==> config.mk <==
export PLATFORM = sky130hd
export DESIGN_NAME = mem_port_arbiter
export DESIGN_NICKNAME = d
export VERILOG_FILES = /design/src/rtl/mem_port_arbiter_pkg.sv /design/src/rtl/mem_port_arbiter_load_align.sv /design/src/rtl/mem_port_arbiter.sv
export SDC_FILE = /design/constraint.sdc
export NUM_CORES = 1
export LEC_CHECK = 0
export BUFFER_PORTS_ARGS = -buffer_cell sky130_fd_sc_hd__buf_2
export CORE_AREA = 2 2 99 101
export CTS_BUF_LIST = sky130_fd_sc_hd__clkbuf_2 sky130_fd_sc_hd__clkbuf_4 sky130_fd_sc_hd__clkbuf_8
export CTS_CLUSTER_SIZE = 30
export DETAILED_ROUTE_END_ITERATION = 10
export DIE_AREA = 0 0 101 103
export PLACE_DENSITY = 0.69
export RECOVER_POWER = 50
export SYNTH_ARGS = -nofsm -noshare
export SYNTH_HDL_FRONTEND = slang
export SYNTH_HIERARCHICAL = 1
export SYNTH_SLANG_ARGS = --single-unit
export TNS_END_PERCENT = 1
==> constraint.sdc <==
create_clock -name clk_i -period 2.1 [get_ports clk_i]
set_clock_uncertainty 0.15 [all_clocks]
set_input_delay 0.21 -clock clk_i [delete_from_list [all_inputs] [get_ports clk_i]]
set_output_delay 0.21 -clock clk_i [all_outputs]
set_load 0.01 [all_outputs]
==> src/rtl/mem_port_arbiter_pkg.sv <==
// Shared types and helpers for the IF/MA data-memory port arbiter.
package mem_port_arbiter_pkg;

  typedef enum logic [1:0] {
    MA_X     = 2'b00,
    MA_LOAD  = 2'b01,
    MA_STORE = 2'b10
  } ma_mode_t;

  // Bit 2 selects zero extension; bits [1:0] give the access width.
  typedef enum logic [2:0] {
    SZ_B  = 3'b000,
    SZ_H  = 3'b001,
    SZ_W  = 3'b010,
    SZ_BU = 3'b100,
    SZ_HU = 3'b101
  } ma_size_t;

  typedef enum logic [1:0] {
    OWNER_NONE = 2'b00,
    OWNER_IF   = 2'b01,
    OWNER_MA   = 2'b10
  } mem_owner_t;

  localparam logic [3:0] MEM_WE_NONE = 4'b0000;

  // Halfwords need an even address, words a 4-byte aligned one.
  function automatic logic is_misaligned(ma_size_t sz, logic [1:0] off);
    case (sz)
      SZ_H, SZ_HU: is_misaligned = off[0];
      SZ_W:        is_misaligned = (off != 2'b00);
      default:     is_misaligned = 1'b0;
    endcase
  endfunction

  // Unshifted byte-lane mask for a store of the given width.
  function automatic logic [3:0] store_lanes(ma_size_t sz);
    case (sz)
      SZ_B, SZ_BU: store_lanes = 4'b0001;
      SZ_H, SZ_HU: store_lanes = 4'b0011;
      default:     store_lanes = 4'b1111;
    endcase
  endfunction

endpackage

==> src/rtl/mem_port_arbiter_load_align.sv <==
// Picks the addressed byte/half out of a read word and extends it.
module load_align
  import mem_port_arbiter_pkg::*;
(
  input  logic [31:0] mem_rdata_i,
  input  ma_size_t    size_i,
  input  logic [1:0]  offset_i,
  output logic [31:0] rdata_o
);

  logic [31:0] shifted;
  assign shifted = mem_rdata_i >> {offset_i, 3'b000};

  // Extend the selected lane; a word load is always aligned so passes through.
  always_comb begin
    rdata_o = mem_rdata_i;
    case (size_i)
      SZ_B:    rdata_o = {{24{shifted[7]}}, shifted[7:0]};
      SZ_BU:   rdata_o = {24'h0, shifted[7:0]};
      SZ_H:    rdata_o = {{16{shifted[15]}}, shifted[15:0]};
      SZ_HU:   rdata_o = {16'h0, shifted[15:0]};
      default: rdata_o = mem_rdata_i;
    endcase
  end

endmodule

==> src/rtl/mem_port_arbiter.sv <==
// Shares one synchronous-read memory port between fetch (IF) and the
// memory-access stage (MA). MA normally wins; a starvation counter forces
// one IF grant after STARVE_LIMIT consecutive denials.
module mem_port_arbiter
  import mem_port_arbiter_pkg::*;
#(
  parameter int STARVE_LIMIT = 4,
  parameter int ADDR_WIDTH   = 12
) (
  input  logic                  clk_i,
  input  logic                  reset_n_i,
  input  logic                  if_req_i,
  input  logic [31:0]           if_addr_i,
  output logic                  if_gnt_o,
  output logic                  if_rvalid_o,
  output logic [31:0]           if_rdata_o,
  input  logic                  ma_req_i,
  input  ma_mode_t              ma_mode_i,
  input  ma_size_t              ma_size_i,
  input  logic [31:0]           ma_addr_i,
  input  logic [31:0]           ma_wdata_i,
  output logic                  ma_gnt_o,
  output logic                  ma_misaligned_o,
  output logic                  ma_rvalid_o,
  output logic [31:0]           ma_rdata_o,
  output logic                  mem_en_o,
  output logic [3:0]            mem_we_o,
  output logic [ADDR_WIDTH-1:0] mem_addr_o,
  output logic [31:0]           mem_wdata_o,
  input  logic [31:0]           mem_rdata_i
);

  localparam int              CW         = $clog2(STARVE_LIMIT + 1);
  localparam logic [CW-1:0]   STARVE_MAX = CW'(STARVE_LIMIT);

  logic [CW-1:0] starve_q, starve_d;
  mem_owner_t    owner_q, owner_d;
  ma_size_t      size_q;
  logic [1:0]    off_q;

  logic ma_eff, force_if, ma_win, ma_mis, ma_acc, if_win, ma_store;
  logic [1:0] ma_off;

  assign ma_off   = ma_addr_i[1:0];
  assign ma_eff   = ma_req_i && (ma_mode_i != MA_X);
  assign force_if = if_req_i && (starve_q == STARVE_MAX);

  // Grants are gated by reset so nothing is accepted while it is held.
  assign ma_win   = reset_n_i && ma_eff && !force_if;
  assign ma_mis   = ma_win && is_misaligned(ma_size_i, ma_off);
  assign ma_acc   = ma_win && !ma_mis;
  assign ma_store = ma_acc && (ma_mode_i == MA_STORE);
  // A misaligned MA request leaves the port free, so IF can take it.
  assign if_win   = reset_n_i && if_req_i && !ma_acc;

  assign ma_gnt_o        = ma_win;
  assign ma_misaligned_o = ma_mis;
  assign if_gnt_o        = if_win;

  // Drive the memory port from whichever requester actually uses it.
  always_comb begin
    mem_en_o    = ma_acc || if_win;
    mem_we_o    = MEM_WE_NONE;
    mem_addr_o  = '0;
    mem_wdata_o = '0;
    if (ma_acc) begin
      mem_addr_o = ma_addr_i[ADDR_WIDTH+1:2];
      if (ma_store) begin
        mem_we_o    = store_lanes(ma_size_i) << ma_off;
        mem_wdata_o = ma_wdata_i << {ma_off, 3'b000};
      end
    end else if (if_win) begin
      mem_addr_o = if_addr_i[ADDR_WIDTH+1:2];
    end
  end

  // Next owner of the read data coming back next cycle; stores return nothing.
  always_comb begin
    owner_d = OWNER_NONE;
    if (ma_acc && !ma_store) owner_d = OWNER_MA;
    else if (if_win)         owner_d = OWNER_IF;
  end

  // Count consecutive denied IF cycles, saturating at the limit.
  always_comb begin
    starve_d = starve_q;
    if (!if_req_i || if_win)       starve_d = '0;
    else if (starve_q != STARVE_MAX) starve_d = starve_q + 1'b1;
  end

  // Owner and starvation state; reset drops any in-flight response.
  always_ff @(posedge clk_i or negedge reset_n_i) begin
    if (!reset_n_i) begin
      owner_q  <= OWNER_NONE;
      starve_q <= '0;
    end else begin
      owner_q  <= owner_d;
      starve_q <= starve_d;
    end
  end

  // Load format captured on an accepted MA access.
  always_ff @(posedge clk_i or negedge reset_n_i) begin
    if (!reset_n_i) begin
      size_q <= SZ_W;
      off_q  <= 2'b00;
    end else if (ma_acc) begin
      size_q <= ma_size_i;
      off_q  <= ma_off;
    end
  end

  logic [31:0] ma_aligned;

  load_align u_load_align (
    .mem_rdata_i (mem_rdata_i),
    .size_i      (size_q),
    .offset_i    (off_q),
    .rdata_o     (ma_aligned)
  );

  assign if_rvalid_o = (owner_q == OWNER_IF);
  assign ma_rvalid_o = (owner_q == OWNER_MA);
  assign if_rdata_o  = if_rvalid_o ? mem_rdata_i : '0;
  assign ma_rdata_o  = ma_rvalid_o ? ma_aligned : '0;

  // Address bits outside the word index are intentionally ignored.
  logic unused_addr_bits;
  assign unused_addr_bits = ^{if_addr_i[31:ADDR_WIDTH+2], if_addr_i[1:0],
                              ma_addr_i[31:ADDR_WIDTH+2]};

endmodule

==> flow_summary.yaml, run 1 <==
timing:
  setup_tns_ps: -6250
  finalHoldViolations: 0
  timing.fmax_mhz: 441
  slew_viol_final: 0
  period_share: 1.08
  maxSlewHeadroom: 0.670
  period_needed_ps: 2270
  rsz0062_at_grt: "true"
  fin_ws_ps: -170
  setup_viol: 59
  tightest_slew_ps: 495
clock_network:
  worstSkewPairLatency_ps: 230
  cts-root-buf: "clkbuf_8"
  cts_buffers: 3
  clock_path_buffers: 2
  cts_tree: "yes"
  clock_sinks: 10
  clk_pin_slew_ps: 50
  htreeDepth: 1
worst_setup_path:
  critPathRequiredTime_ps: 1740
  cp_common_cell: "buf_6"
  path_cells: "inv_2, ha_4, nand3_2, nand2_2, buf_6, inv_4, nand2_4, buf_6, buf_16, mux2_2, buf_6"
  cp_slowest_stage_delay_ps: 390
  critPathSlowestCell: "dfrtp_1"
  arrival_ps: 1910
  cp-start-kind: "register"
  end_kind: "output pin"
  crit_type: "reg -> out"
  cp_max_fo: 7
final_layout:
  seq_area_um2: 253
  diodes: 0
  design_area_mm2: 0.00432
  area_delta_synth_final_pct: 70.2
  drive_gt1_frac: 0.520
  fillers: 968
  multi_input_area_mm2: 0.00231
  layout.nets: 732
synthesis:
  synth_edf_count: 0
  ys.flop_type: "dfrtp_1"
  ys_seq_elements: 10
  synth.distinct_cells: 47
  yosysMostFrequentCell: "and2_1"
  yosys.area.top_type_share: 0.177
  syn_nets: 501
  synth-seq-area-share: 0.0990
  synthTopCellsByArea: "and2_1, mux2_2, dfrtp_1, mux2i_1, nand2_1"
  ys_async_sr_fraction: 1.00
  ys_warn_count: 6
  synth_top_cell_by_area: "and2_1"
  post_synth.cell_area_avg_um2: 7.02
  synth_area_mm2: 0.00254
  synth_cells: 362
  synthTopCellsByCount: "and2_1, nand2_1, nor2_1"
placed_design:
  gp_congestion: 0.836
  portBuffers: 216
  dp_hpwl_mm: 7.82
  placed_cell_area_mm2: 0.00385
  dp_slack_ps: -8.97
floorplan:
  die_height_um: 103
  start_util: 0.269
  num_rows: 36
  die_area_mm2: 0.0104
  die_w_um: 101
  core_area_mm2: 0.00946
  pin_count: 255
detailed_routing:
  via_count: 3544
  vias_per_cell: 5.02
  drt_iter0_markers: 63
  detail-route-antenna-nets: 0
  drc: 0
  routedWlPerCell_um: 14.8
  drt_wl_total_mm: 10.4
  first_pass_iters: 4
pwr:
  finalPower_w: 0.00175
  p_switching_w: 0.000756
  p_seq_frac: 0.144
  peakVddDrop_v: 0.000296
  pwr-share-comb: 0.719
  power_switching_share: 0.432
  p_int_w: 0.000994
  clkPwrFrac: 0.136
  p_leak_nw: 2.35
  power_density_mw_per_mm2: 405
status:
  outcome: "finished, violations left"
  violations: "setup timing"
global_route:
  grt_pass1_vias: 3157
  grt_overflow_total: 0
  grt_pass1_wl_mm: 15.5
  grt_max_degree: 38
  antenna_found_initial: 0
  grt_use_total: 0.185
job:
  max_cap_violations: 0
worst_hold_path:
  hold_class: "in -> reg"
[cells in the final DEF, fill, tap and decap left out, types with 2 or more instances in the layout]
master	synthesis	layout
mux2i_1	21	21
nand4_1	2	2
mux2_2	22	10
a211oi_1	17	10
a22oi_2	0	3
clkbuf_1	16	18
a21oi_1	12	12
buf_4	0	24
and2_1	72	72
buf_2	5	185
nand2_1	41	39
o21ai_1	3	10
o21ai_0	20	13
a211oi_2	0	7
o211a_1	2	2
and3_1	13	13
nor2_1	30	22
clkbuf_8	0	4
nand2b_1	2	2
o31ai_2	0	2
nor2_2	1	9
nor3_1	2	2
buf_6	6	21
nor2b_1	12	8
inv_1	9	6
a22oi_1	5	2
a221oi_2	1	2
mux2_4	0	12
o31ai_1	7	5
a2bb2oi_1	2	2
buf_12	0	3
a22o_1	2	2
a221oi_1	4	3
nor2b_2	0	3
dfrtp_1	9	8
[state kept, by name, indices dropped and copies added (netlist names)]
register / flops
off_q: 2
owner_q: 2
size_q: 3
starve_q: 3
[per-stage QoR]
stage | hold slack [ps] | util | std cells
floorplan | -236 | - | 362
global placement | 46.4 | 0.407 | 691
detailed placement | 55.2 | 0.407 | 691
CTS | 113 | 0.447 | 704
global route | 130 | 0.457 | 706
finish | 128 | 0.457 | 706
[power by group through the flow]
stage / clock network [W] / logic, W / registers (W)
3_3_place_gp: 0 / 0.00105 / 0.000248
4_1_cts: 0.000244 / 0.00120 / 0.000249
5_1_grt: 0.000253 / 0.00138 / 0.000257
6_report: 0.000239 / 0.00126 / 0.000252
3_5_place_dp: 0 / 0.00107 / 0.000250
2_1_floorplan: 0 / 0.000684 / 0.000245
[worst paths after layout]
kind / from / end / slack (ps) / cells past startpoint
max: starve_q[0]$_DFFE_PN0P_ / mem_addr_o[7] / -170 / 11
min: ma_size_i[2] / size_q[2]$_DFFE_PN0P_ / 130 / 2
max reg2reg: starve_q[0]$_DFFE_PN0P_ / size_q[0]$_DFFE_PN0P_ / 190 / 11
min reg2reg: size_q[2]$_DFFE_PN0P_ / size_q[2]$_DFFE_PN0P_ / 370 / 1
max in group asynchronous: reset_n_i / size_q[1]$_DFFE_PN1P_ / 1140 / 3
min in group asynchronous: reset_n_i / starve_q[1]$_DFFE_PN0P_ / 390 / 3
[critical path: cells and delay by family (launching register included)]
family / cells / cell delay, ps
fa+ha+maj: 1 / 140
mux: 1 / 340
flops: 1 / 390
buf+inv: 6 / 570
simple gates: 3 / 240
[metal layers]
metal	vias up	track usage	routed length (µm)
li1	1740	-	-
met2	162	0.367	5430
met1	1636	0.218	4250
met5	-	0	0
met3	6	0.0203	670
met4	0	0.0229	77
[logic make-up after synthesis]
logic type,after synthesis,synth area share
flip-flops,10,0.0990
multiplexers,44,0.189
AND/OR/NAND/NOR,184,0.394
buffers and inverters,38,0.0764
AO/OA/AOI/OAI,84,0.232
adder cells (fa/ha/maj),2,0.00985
[layout make-up]
| class | count | area share |
|---|---|---|
| Sequential cell | 10 | 0.0584 |
| Tap cell | 114 | 0.0330 |
| Clock buffer | 4 | 0.0127 |
| Multi-Input combinational cell | 314 | 0.533 |
| Inverter | 9 | 0.00926 |
| Timing Repair Buffer | 255 | 0.353 |
[what timing repair did]
action,4_1_cts,5_1_grt
hold buffers,1,0
gates cloned,1,0
pin swaps,12,4
buffers inserted,7,2
hold endpoints to repair,9,0
setup endpoints to repair,76,78
resized for setup,57,27
Power figures use the tool's default switching activity.
==> run 2, diff against run 1 <==
==> constraint.sdc (replaced) <==
create_clock -name clk_i -period 2.8 [get_ports clk_i]
set_clock_uncertainty 0.15 [all_clocks]
set_input_delay 0.28 -clock clk_i [delete_from_list [all_inputs] [get_ports clk_i]]
set_output_delay 0.28 -clock clk_i [all_outputs]
set_load 0.01 [all_outputs]
==> flow_summary.yaml, run 2 (synthesized netlist as in run 1, its figures left out) <==
clock_network:
  worstSkewPairLatency_ps: 230
  clock_sinks: 10
  cts_buffers: 3
  htreeDepth: 1
  postCtsSetupRepairBufs: 0
  cts-root-buf: "clkbuf_8"
  cts_tree: "yes"
  clock_path_buffers: 2
  clk_pin_slew_ps: 50
detailed_routing:
  first_pass_iters: 5
  drt_wl_total_mm: 9.68
  drc: 0
  drt_iter0_markers: 71
  routedWlPerCell_um: 14.2
  vias_per_cell: 5.06
  detail-route-antenna-nets: 0
  via_count: 3449
timing:
  tightest_slew_ps: 1070
  finalHoldViolations: 0
  timing.fmax_mhz: 377
  period_needed_ps: 2650
  setup_tns_ps: 0
  period_share: 0.947
  setup_viol: 0
  maxSlewHeadroom: 0.286
  rsz0062_at_grt: "false"
  fin_ws_ps: 148
  slew_viol_final: 0
worst_setup_path:
  critPathRequiredTime_ps: 2370
  worst-path-buf-inv: 1
  cp_max_fo: 9
  cp_slowest_stage_delay_ps: 630
  path_cells: "mux4_2, a21oi_2, o31ai_1, and2_1, buf_2"
  crit_type: "reg -> out"
  cp-start-kind: "register"
  critPathSlowestCell: "mux4_2"
  arrival_ps: 2220
  cp_top_family: "multiplexers"
  end_kind: "output pin"
global_route:
  grt_pass1_vias: 3038
  grt_use_total: 0.169
  antenna_found_initial: 0
  grt_pass1_wl_mm: 14.3
  grt_max_degree: 37
  grt_overflow_total: 0
final_layout:
  fillers: 988
  diodes: 0
  layout.nets: 708
  mostFrequentLayoutCell: "buf_2"
  area_delta_synth_final_pct: 46.8
  final_cell_mix: "buf_2, and2_1, nand2_1, clkbuf_1, nor2_1"
  top_regs: "size_q (3), starve_q (3)"
  drive_gt1_frac: 0.410
worst_hold_path:
  hold_class: "in -> reg"
placed_design:
  dp_slack_ps: 292
  gp_congestion: 0.886
  portBuffers: 216
  dp_hpwl_mm: 7.74
floorplan:
  start_util: 0.269
  core_area_mm2: 0.00946
  num_rows: 36
  pin_count: 255
  die_area_mm2: 0.0104
  die_height_um: 103
  die_w_um: 101
job:
  max_cap_violations: 0
status:
  outcome: "finished clean"
pwr:
  p_leak_nw: 2.03
  peakVddDrop_v: 0.000181
  power_density_mw_per_mm2: 299
-- run 2: worst paths after layout --
check / from / endpoint / slack (ps) / cells past startpoint
worst max-delay path: off_q[0]$_DFFE_PN0P_ / ma_rdata_o[9] / 150 / 5
worst min-delay path: ma_size_i[2] / size_q[2]$_DFFE_PN0P_ / 170 / 2
worst max register to register: starve_q[0]$_DFFE_PN0P_ / starve_q[2]$_DFFE_PN0P_ / 920 / 8
worst min register to register: size_q[2]$_DFFE_PN0P_ / size_q[2]$_DFFE_PN0P_ / 400 / 1
max in group asynchronous: reset_n_i / size_q[1]$_DFFE_PN1P_ / 1700 / 3
min in group asynchronous: reset_n_i / starve_q[1]$_DFFE_PN0P_ / 540 / 3
-- run 2: worst register-to-register path: stages, from the launching register on --
cell	delay (ps)
dfrtp_1	380
inv_1	70
ha_1	220
nand3_1	90
nand2_1	110
inv_1	170
nand2_2	160
buf_4	210
a211oi_1	220
-- run 2: layer usage --
| metal | GRT usage | share of wire |
|---|---|---|
| met2 | 0.342 | 0.50 |
| met4 | 0.0374 | 0.015 |
| met1 | 0.187 | 0.39 |
| met5 | 0 | 0 |
| met3 | 0.0210 | 0.086 |
-- run 2: stage by stage --
step	power (W)	instance area, µm²	util	std cells	hold slack [ps]
2_1_floorplan	0.000697	2540	-	362	-166
3_3_place_gp	0.000916	3710	0.393	677	161
3_5_place_dp	0.000939	3710	0.393	677	171
4_1_cts	0.00112	3780	0.399	682	161
5_1_grt	0.00121	3730	0.394	682	163
6_report	0.00111	3730	0.394	682	166
-- run 2: where the power goes --
group          internal [W]  switching [W]  leakage (nW)
registers          0.000167      0.0000387         0.125
clock network      0.000123      0.0000533        0.0288
logic              0.000321       0.000412          1.88
total              0.000611       0.000504          2.03
-- run 2: area by class of cell --
| class | count | area (µm²) | area share |
|---|---|---|---|
| tap | 114 | 143 | 0.0382 |
| sequential | 10 | 251 | 0.0674 |
| multi-input combinational | 314 | 2100 | 0.564 |
| inverter | 9 | 33.8 | 0.00906 |
| clock buffer | 4 | 55.1 | 0.0148 |
| timing repair buffer | 231 | 1140 | 0.306 |
-- run 2: timing repair --
item                                    CTS  global route
resized for setup                         0             3
endpoints found under the setup margin    0            20
hold buffers                              1             0
hold endpoints to repair                  9             0
==> run 3, diff against run 2 <==
--- a/config.mk
+++ b/config.mk
@@ -6,12 +6,14 @@
 export NUM_CORES = 1
 export LEC_CHECK = 0
 export BUFFER_PORTS_ARGS = -buffer_cell sky130_fd_sc_hd__buf_2
-export CORE_AREA = 2 2 99 101
+export CELL_PAD_IN_SITES_DETAIL_PLACEMENT = 0
+export CELL_PAD_IN_SITES_GLOBAL_PLACEMENT = 1
+export CORE_MARGIN = 2
+export CORE_UTILIZATION = 25
 export CTS_BUF_LIST = sky130_fd_sc_hd__clkbuf_2 sky130_fd_sc_hd__clkbuf_4 sky130_fd_sc_hd__clkbuf_8
 export CTS_CLUSTER_SIZE = 30
 export DETAILED_ROUTE_END_ITERATION = 10
-export DIE_AREA = 0 0 101 103
-export PLACE_DENSITY = 0.69
+export PLACE_DENSITY = 0.94
 export RECOVER_POWER = 50
 export SYNTH_ARGS = -nofsm -noshare
 export SYNTH_HDL_FRONTEND = slang
==> flow_summary.yaml, run 3 (synthesized netlist as in run 1, its figures left out) <==
clock_network:
  clock_sinks: 10
  cts_buffers: 3
  clock_path_buffers: 2
  clk_pin_slew_ps: 50
  postCtsSetupRepairBufs: 0
  cts-root-buf: "clkbuf_8"
  worstSkewPairLatency_ps: 240
  cts_tree: "yes"
  htreeDepth: 1
global_route:
  grt_max_degree: 37
  grt_use_total: 0.163
  grt_overflow_total: 0
  antenna_found_initial: 0
  grt_pass1_wl_mm: 15.3
  grt_pass1_vias: 3137
floorplan:
  core_area_mm2: 0.00982
  die_area_mm2: 0.0110
  die_w_um: 105
  start_util: 0.259
  pin_count: 255
  num_rows: 36
  die_height_um: 105
final_layout:
  final_util: 0.381
  top_regs: "size_q (3), starve_q (3)"
  layout.nets: 706
  diodes: 0
  final_cell_mix: "buf_2, and2_1, nand2_1, clkbuf_1, nor2_1"
  area_delta_synth_final_pct: 47.4
  mostFrequentLayoutCell: "buf_2"
  drive_gt1_frac: 0.417
worst_setup_path:
  path_cells: "buf_4, nor2b_1, a221oi_2, buf_4, o31ai_1, and2_1, buf_2"
  worst-path-buf-inv: 3
  crit_cells: 7
  cp_common_cell: "buf_4"
  critPathRequiredTime_ps: 2370
  cp_max_fo: 17
  end_kind: "output pin"
  cp-start-kind: "register"
  rr_worst_depth: 8
  cp_top_family: "simple AND/OR/NAND/NOR gates"
  arrival_ps: 2200
  crit_type: "reg -> out"
  critPathSlowestCell: "nor2b_1"
  cp_slowest_stage_delay_ps: 480
timing:
  setup_viol: 0
  timing.fmax_mhz: 380
  setup_tns_ps: 0
  period_needed_ps: 2630
  slew_viol_final: 0
  finalHoldViolations: 0
  rsz0062_at_grt: "false"
  maxSlewHeadroom: 0.299
  period_share: 0.940
  tightest_slew_ps: 1050
detailed_routing:
  drt_iter0_markers: 128
  wirelength_met1_mm: 4.10
  first_pass_iters: 4
  wl_met3_um: 699
  wl_met2_mm: 4.80
  detail-route-antenna-nets: 0
  drt_wl_total_mm: 9.72
  routedWlPerCell_um: 13.9
  vias_per_cell: 4.93
  routed.top_layer: "met4"
  drc: 0
  via_count: 3444
placed_design:
  portBuffers: 216
  dp_hpwl_mm: 7.80
  gp_congestion: 0.855
status:
  outcome: "finished clean"
pwr:
  power_density_mw_per_mm2: 299
  peakVddDrop_v: 0.000218
  p_leak_nw: 2.04
  finalPower_w: 0.00112
worst_hold_path:
  whs_path_depth: 2
  hold_class: "in -> reg"
job:
  max_cap_violations: 0
-- run 3: repair_timing --
| action | in CTS | in global routing |
|---|---|---|
| hold buffers | 1 | 0 |
| endpoints found under the setup margin | 0 | 20 |
| resized for setup | 0 | 3 |
| endpoints found under the hold margin | 9 | 0 |
-- run 3: worst paths after layout --
path,to,slack (ps),start
min in group asynchronous,starve_q[1]$_DFFE_PN0P_,410,reset_n_i
worst min register to register,size_q[2]$_DFFE_PN0P_,380,size_q[2]$_DFFE_PN0P_
max in group asynchronous,size_q[1]$_DFFE_PN1P_,1810,reset_n_i
worst min-delay path,size_q[2]$_DFFE_PN0P_,160,ma_size_i[2]
worst max register to register,off_q[1]$_DFFE_PN0P_,620,starve_q[0]$_DFFE_PN0P_
worst max-delay path,ma_rdata_o[15],170,off_q[0]$_DFFE_PN0P_
-- run 3: layout make-up --
cell class | instances | area (µm²)
tap | 133 | 166
multi-input combinational | 314 | 2100
clock buffer | 4 | 55.1
inverter | 9 | 33.8
sequential | 10 | 251
fill | 1076 | 6070
timing repair buffer | 229 | 1130
-- run 3: stage by stage --
step / cell area, µm² / hold slack [ps] / worst slack (ps) / instances
after detailed placement: 3720 / 122 / 292 / 694
after floorplan: 2540 / -166 / 525 / 362
after global placement: 3720 / 110 / 372 / 694
final: 3740 / 164 / 168 / 699
after global routing: 3740 / 176 / 62.8 / 699
after CTS: 3790 / 161 / 29.9 / 699
-- run 3: metal layers --
layer | GRT usage | vias to the layer above
met4 | 0.0295 | 0
li1 | - | 1679
met2 | 0.304 | 150
met1 | 0.198 | 1605
met3 | 0.0237 | 10
met5 | 0 | -
-- run 3: power breakdown --
group          switching [W]  leakage (nW)  internal (W)
logic               0.000410          1.88      0.000320
registers          0.0000412         0.125      0.000167
clock network      0.0000589        0.0288      0.000124
